File: config.mk
export PLATFORM = sky130hd
export DESIGN_NAME = wbs_kdtree_node_loader
export DESIGN_NICKNAME = d
export VERILOG_FILES = /design/src/rtl/kdtree_pkg.sv /design/src/rtl/wbs_kdtree_node_loader.sv
export SDC_FILE = /design/constraint.sdc
export NUM_CORES = 1
export LEC_CHECK = 0
export ABC_AREA = 1
export CORE_MARGIN = 10
export CORE_UTILIZATION = 41
export CTS_CLUSTER_SIZE = 40
export DETAILED_ROUTE_END_ITERATION = 7
export MAX_ROUTING_LAYER = met4
export PLACE_DENSITY = 0.82
export SLEW_MARGIN = 40
export SYNTH_ARGS = -nofsm -noshare
export SYNTH_HDL_FRONTEND = slang
export SYNTH_SLANG_ARGS = --single-unit
File: constraint.sdc
create_clock -name clk -period 1.75 [get_ports clk]
set_input_delay 0.2625 -clock clk [delete_from_list [all_inputs] [get_ports clk]]
set_output_delay 0.2625 -clock clk [all_outputs]
set_load 0.005 [all_outputs]
File: src/rtl/kdtree_pkg.sv
// Shared KD-tree definitions: node field layout, Wishbone window constants,
// the slave FSM state type and small decode helpers.
package kdtree_pkg;

  localparam int unsigned KD_DATA_WIDTH = 11;
  localparam int unsigned KD_NUM_NODES  = 63;
  localparam int unsigned KD_NODE_AW    = 6;

  // Byte address of the node-loader window and the STATUS register offset in it
  localparam logic [31:0] WBS_NODE_ADDR = 32'h3000_0000;
  localparam logic [31:0] STATUS_OFF    = 32'h0000_0000;

  typedef struct packed {
    logic [KD_DATA_WIDTH-1:0] median;
    logic [KD_DATA_WIDTH-1:0] idx;
  } node_t;

  typedef enum logic [1:0] {
    ST_IDLE    = 2'd0,
    ST_RD_WAIT = 2'd1,
    ST_RESP    = 2'd2
  } wbs_state_e;

  // Split the low bits of a bus word into {median, idx}
  function automatic node_t decode_node(input logic [2*KD_DATA_WIDTH-1:0] dat);
    node_t n;
    n.idx    = dat[KD_DATA_WIDTH-1:0];
    n.median = dat[2*KD_DATA_WIDTH-1:KD_DATA_WIDTH];
    return n;
  endfunction

  // STATUS read word: load_done in bit 1, node count starting at bit 8
  function automatic logic [31:0] status_word(input logic [KD_NODE_AW-1:0] count,
                                              input logic done);
    return (32'(count) << 8) | {30'd0, done, 1'b0};
  endfunction

endpackage

File: src/rtl/wbs_kdtree_node_loader.sv
// Wishbone classic slave that loads KD-tree internal nodes into node memory.
// Offset 0 of the window is STATUS, offsets 1..NUM_NODES map to node slots 0..NUM_NODES-1.
// Optional feature macro: NODE_LOADER_RDBACK_EN -- when defined, node-slot reads
// go through node_ren/node_rdata (two-cycle read); otherwise node_ren is tied low
// and node-slot reads return the last accepted node word in one cycle.
module wbs_kdtree_node_loader
  import kdtree_pkg::*;
#(
  parameter int unsigned DATA_WIDTH = KD_DATA_WIDTH,
  parameter int unsigned NUM_NODES  = KD_NUM_NODES,
  parameter int unsigned NODE_AW    = KD_NODE_AW,
  parameter logic [31:0] BASE_ADDR  = WBS_NODE_ADDR
) (
  input  logic                    clk,
  input  logic                    rst_n,
  input  logic                    load_en,
  input  logic                    wbs_cyc_i,
  input  logic                    wbs_stb_i,
  input  logic                    wbs_we_i,
  input  logic [3:0]              wbs_sel_i,
  input  logic [31:0]             wbs_adr_i,
  input  logic [31:0]             wbs_dat_i,
  output logic                    wbs_ack_o,
  output logic [31:0]             wbs_dat_o,
  output logic                    node_wen,
  output logic [NODE_AW-1:0]      node_addr,
  output logic [2*DATA_WIDTH-1:0] node_wdata,
  output logic                    node_ren,
  input  logic [2*DATA_WIDTH-1:0] node_rdata,
  output logic [NODE_AW-1:0]      node_count,
  output logic                    load_done
);

  localparam logic [NODE_AW-1:0] COUNT_MAX = NODE_AW'(NUM_NODES);
  localparam logic [31:0]        WINDOW    = 32'(NUM_NODES) + 32'd1;
  localparam int unsigned        PAD_W     = 32 - 2*DATA_WIDTH;

  wbs_state_e              state_r;
  logic [31:0]             off_s;
  logic                    hit_s;
  logic                    is_status_s;
  logic                    wr_ok_s;
  logic [NODE_AW-1:0]      slot_s;
  logic [2*DATA_WIDTH-1:0] node_s;

  // Address decode and write qualification for the request currently on the bus
  always_comb begin
    off_s       = wbs_adr_i - BASE_ADDR;
    hit_s       = wbs_cyc_i && wbs_stb_i && (off_s < WINDOW);
    is_status_s = (off_s == STATUS_OFF);
    slot_s      = off_s[NODE_AW-1:0] - NODE_AW'(1);
    wr_ok_s     = load_en && (wbs_sel_i[2:0] == 3'b111);
    node_s      = decode_node(wbs_dat_i[2*DATA_WIDTH-1:0]);
  end

`ifdef NODE_LOADER_RDBACK_EN
  logic unused_s;
  assign unused_s = ^{wbs_sel_i[3], wbs_dat_i[31:2*DATA_WIDTH]};
`else
  // Without readback the memory read port is never used
  logic unused_s;
  assign unused_s = ^{wbs_sel_i[3], wbs_dat_i[31:2*DATA_WIDTH], node_rdata};
  assign node_ren = 1'b0;
`endif

  // Request FSM, node write/read strobes, load counter and bus response registers
  always_ff @(posedge clk or negedge rst_n) begin
    if (!rst_n) begin
      state_r    <= ST_IDLE;
      wbs_ack_o  <= 1'b0;
      wbs_dat_o  <= 32'd0;
      node_wen   <= 1'b0;
      node_addr  <= '0;
      node_wdata <= '0;
      node_count <= '0;
      load_done  <= 1'b0;
`ifdef NODE_LOADER_RDBACK_EN
      node_ren   <= 1'b0;
`endif
    end else begin
      wbs_ack_o <= 1'b0;
      node_wen  <= 1'b0;
`ifdef NODE_LOADER_RDBACK_EN
      node_ren  <= 1'b0;
`endif
      case (state_r)
        ST_IDLE: begin
          if (hit_s) begin
            if (wbs_we_i) begin
              state_r   <= ST_RESP;
              wbs_ack_o <= 1'b1;
              wbs_dat_o <= 32'd0;
              if (is_status_s) begin
                if (wbs_dat_i[0]) begin
                  node_count <= '0;
                  load_done  <= 1'b0;
                end
              end else if (wr_ok_s) begin
                node_wen   <= 1'b1;
                node_addr  <= slot_s;
                node_wdata <= node_s;
                // A rewritten slot still counts; the master sends each node once
                if (node_count != COUNT_MAX) begin
                  node_count <= node_count + NODE_AW'(1);
                  load_done  <= ((node_count + NODE_AW'(1)) == COUNT_MAX);
                end
              end
            end else if (is_status_s) begin
              state_r   <= ST_RESP;
              wbs_ack_o <= 1'b1;
              wbs_dat_o <= status_word(node_count, load_done);
            end else begin
`ifdef NODE_LOADER_RDBACK_EN
              state_r   <= ST_RD_WAIT;
              node_ren  <= 1'b1;
              node_addr <= slot_s;
`else
              // node_wdata only changes on accepted writes, so it doubles as
              // the shadow of the last accepted node word
              state_r   <= ST_RESP;
              wbs_ack_o <= 1'b1;
              wbs_dat_o <= {{PAD_W{1'b0}}, node_wdata};
`endif
            end
          end
        end
`ifdef NODE_LOADER_RDBACK_EN
        ST_RD_WAIT: begin
          // A master that drops cyc/stb here abandons the read without an ack
          if (wbs_cyc_i && wbs_stb_i) begin
            state_r   <= ST_RESP;
            wbs_ack_o <= 1'b1;
            wbs_dat_o <= {{PAD_W{1'b0}}, node_rdata};
          end else begin
            state_r <= ST_IDLE;
          end
        end
`endif
        ST_RESP: begin
          state_r <= ST_IDLE;
        end
        default: begin
          state_r <= ST_IDLE;
        end
      endcase
    end
  end

endmodule

### Word-level counts from Yosys, hierarchy flattened

Cells that the tools add are included.

* add/sub/neg operators: 3
* magnitude comparators: 1
* equality and inequality tests: 5
* multiplexer cells: 19
* bitwise operators: 2
* reduce and logical (&&, ||, !) cells: 10

Operators by type and width (count)
* 2-to-1 mux 22 bit: 2
* zero test 32 bit: 1
* less-than comparator 32 x 7 -> 1 bit, second input constant: 1
* subtractor 32 x 30 -> 32 bit, second input constant: 1
* 2-to-1 mux 6 bit: 4
* bitwise OR 14 x 2 -> 14 bit: 1
* 2-to-1 mux 1 bit: 11
* adder 6 x 1 -> 6 bit, second input constant: 1
* equality test 6 bit, second input constant: 1
* inequality test 6 bit, second input constant: 1
* AND reduction 6 bit: 1
* subtractor 6 x 1 -> 6 bit, second input constant: 1
* AND reduction 5 bit: 1
* 2-to-1 mux 2 bit: 2
* inequality test 2 bit, second input constant: 2
* nonzero test 2 bit: 2
* equality test 3 bit, second input constant: 1
* logical AND 1 bit: 3
* zero test 2 bit: 1
* AND reduction 2 bit: 1
* inverter 1 bit: 1

* register bits: 71
* bits of input ports: 96
* output and inout port bits: 70
* word-level logic and storage cells: 48

### Logic depth before layout (Yosys ltp)

* word-level depth: 7
* depth in mapped cells: 13
* mapped depth without buffers: 12

### Worst setup path before layout

OpenSTA, ideal clock, no wires.

* path kind: input -> register
* from: input wbs_adr_i[0]
* to: register node_addr[0]
* setup time: 0.113 ns
* arrival time: 1.350 ns
* data required time: 1.637 ns
* setup slack: 0.287 ns
* stages on the path: 12
* cell sequence: inv_1 ha_1 nand2_1 nor2_1 nand2_1 nor2_2 nor2_2 buf_2 buf_6 nand3_1 nand2_1 inv_1

* word-level cells in the longest chain between the ends: 4
* elaborated cells between the ends (all ways): 7

RTL lines
* start: declaration: RTL line wbs_kdtree_node_loader.sv:21 `input logic [31:0] wbs_adr_i,`
* subtractor 32 x 30 -> 32 bit *: RTL line wbs_kdtree_node_loader.sv:48 `off_s = wbs_adr_i - BASE_ADDR;`
* less-than comparator 32 x 7 -> 1 bit / zero test 32 bit (equally long branches): RTL line wbs_kdtree_node_loader.sv:49, wbs_kdtree_node_loader.sv:50
* logical AND 1 bit / inverter 1 bit (equally long branches)
* AND reduction 5 bit (no source line)
* end signal: assignment: RTL line wbs_kdtree_node_loader.sv:100 `node_addr <= slot_s;`
* end: declaration: RTL line wbs_kdtree_node_loader.sv:26 `output logic [NODE_AW-1:0] node_addr,`

Every way passes the cells marked *; elsewhere a longest branch is shown, timed or not.
A chain may end at the register's enable or synchronous reset.

### Final worst setup path

* from: register node_count[4]
* to: output node_count[4]

RTL lines
* start: declaration: RTL line wbs_kdtree_node_loader.sv:30 `output logic [NODE_AW-1:0] node_count,`
* start signal: assignment: RTL line wbs_kdtree_node_loader.sv:104 `node_count <= node_count + NODE_AW'(1);`

No word-level cell between the ends.

==> flow_summary.yaml <==
grt:
  grt_max_degree: 34
  antenna_found_initial: 0
  grt_first_pass_wirelength_mm: 16.8
  grt_pass1_vias: 3401
  grt.overflow.total: 0
  grt_use_total: 0.167
clocking:
  cts_sinks: 60
  cts_made_buffers: 9
  path_clk_slew_ps: 70
  htreeDepth: 3
  clock-root-buffer: "clkbuf_8"
  cts_tree: "yes"
  clockBufferDepth: 2
  clk_latency_ps: 330
critical_path:
  required_ps: 1490
  slowest_delay_ps: 560
  slowest_stage: "clkdlybuf4s50_1"
  arrival_ps: 1370
  critical_path_buf_inv_count: 1
  critPathKind: "flip-flop to primary output"
  worstPathCellList: "clkdlybuf4s50_1"
  startpoint_type: "flip-flop"
  cp_top_family: "buffers and inverters"
  cp-end-kind: "primary output"
  crit_fanout: 7
routing:
  num_vias: 3388
  drt-pass1-iter-count: 4
  drc: 0
  vias_per_cell: 4.77
  drt_iter0_markers: 143
  ant_nets: 0
  wirelength_mm: 11.2
  wl_per_cell_um: 15.7
synth:
  synth_top_area_frac: 0.446
  synth_cell_types: 27
  synth_edf_count: 0
  synth_area_leaders: "dfrtp_1 45%, nand2_1 16%, inv_1 8.8%"
  yosysMostFrequentCell: "nand2_1"
  netlist_instances: 443
  ys_ff_latch: 60
  synth_top_cell_by_area: "dfrtp_1"
  async_flop_share: 1.00
  ys_warn_count: 0
  synth_top_flop_cell: "dfrtp_1"
  seq_area_frac_synth: 0.446
  synth_common_cells: "140 x nand2_1, 79 x inv_1, 60 x dfrtp_1"
  synth_area_sq_um: 3370
  syn_area_per_cell_sq_um: 7.60
timing:
  setup_viol: 0
  fin_crit_sh: 0.931
  finClkSkew_ps: 5.64
  slew_viol_final: 0
  tns_ps: 0
  layout_min_cycle_time_ps: 1630
  setup_slack_ps: 120
  fmax_mhz: 614
  whs_ps: 333
  hold_viol_final: 0
  grt_setup_unrepaired: "false"
place:
  place.gp.congestion: 0.832
  portBuffers: 121
  preCtsSetupSlack_ps: -313
  dp_hpwl_mm: 8.11
  dp_cells: 684
worst_hold_path:
  hp-class: "input pin to async pin"
status:
  status: "finished, final reports clean"
layout:
  drive_above_1_share: 0.130
  post-route-util: 0.676
  syn2layout_area_growth_pct: 57.6
  antenna_cells: 0
  finalNonFillerCells: 710
  nFillCells: 649
  layout.nets: 704
die:
  die_y_um: 111
  core_area_sq_um: 7850
  io_pins: 166
  die_area_sq_um: 12200
  std_cell_rows: 32
  initial_core_util: 0.429
  die_x_um: 111
run:
  drv_cap: 0
pwr:
  leakage_nw: 2.83
  vdd_drop_max_mv: 0.522
  power_density_nw_per_um2: 525
-- path summary, 6_finish.rpt --
check | start | end | slack [ps] | cells past startpoint
worst max-delay path | node_count[4]$_DFFE_PN0P_ | node_count[4] | 120 | 1
worst min-delay path | rst_n | wbs_dat_o[8]$_DFFE_PN0P_ | 330 | 2
worst max register to register | node_count[1]$_DFFE_PN0P_ | load_done$_DFFE_PN0P_ | 130 | 7
worst min register to register | wbs_dat_o[10]$_DFFE_PN0P_ | wbs_dat_o[10]$_DFFE_PN0P_ | 480 | 2
max in group asynchronous | rst_n | wbs_dat_o[3]$_DFFE_PN0P_ | 880 | 3
min in group clk | wbs_adr_i[0] | node_addr[0]$_DFFE_PN0P_ | 380 | 5
-- layout by cell type, fill, tap and decap left out, types with 4 or more instances in the layout --
master	Yosys	layout
o31ai_1	15	15
nor2_2	4	6
inv_1	79	77
conb_1	1	11
nor2_4	3	5
nand4_1	5	5
dfrtp_1	60	60
nand2_1	140	138
xor2_1	4	4
clkbuf_8	0	11
buf_12	0	5
buf_4	12	30
dlymetal6s2s_1	0	28
o211ai_1	7	7
nand3b_1	23	23
clkdlybuf4s50_1	0	92
nand2_2	2	4
nand3_1	18	17
nor2_1	43	39
-- where the power goes --
part	total, mW	switching [mW]	leakage [nW]	internal, mW
Combinational	0.288	0.119	2.04	0.168
Clock	1.11	0.528	0.0893	0.580
Sequential	1.39	0.0000000744	0.692	1.39
Total	2.78	0.647	2.83	2.14
-- metrics by stage --
stage	instance area [sq um]	power, mW
final	5300	2.78
after global routing	5300	2.89
after CTS	5030	2.80
after detailed placement	4850	1.70
after global placement	4850	1.69
after floorplan	3400	1.50
-- sequential cells by signal (all words and copies together) (netlist names) --
name	count
node_addr	6
state_r	1
load_done	1
node_wen	1
wbs_ack_o	1
node_count	6
node_wdata	22
wbs_dat_o	22
-- layout make-up --
type | instances | area (sq um) | share of cell area
Clock inverter | 2 | 10.0 | 0.00189
Timing Repair Buffer | 162 | 1700 | 0.320
Tap cell | 102 | 128 | 0.0241
Clock buffer | 13 | 159 | 0.0300
Sequential cell | 60 | 1500 | 0.283
Inverter | 79 | 297 | 0.0559
Multi-Input combinational cell | 292 | 1510 | 0.285
-- kinds of logic (layout without fill, tap and decap cells) --
group / Yosys count / in the layout / share of synthesized area
compound gates: 23 / 23 / 0.0506
buf+inv: 103 / 256 / 0.139
simple gates: 245 / 247 / 0.330
xor+xnor: 7 / 7 / 0.0182
flops: 60 / 60 / 0.446
fa+ha+maj: 4 / 4 / 0.0149
other cells: 1 / 11 / 0.00111
-- routing by layer --
layer  up-vias  share of wire  track usage
li1       1658              -            -
met1      1563           0.41        0.182
met2       142           0.51        0.288
met3        25          0.059       0.0443
met4         0          0.019       0.0553
met5         -              0            -
-- repair_timing --
item,4_1_cts,5_1_grt
hold buffers,1,0
endpoints found under the setup margin,0,52
gates resized for setup,0,46
hold endpoints to repair,7,0
buffers inserted,0,6
(Power assumes the default switching activity.)
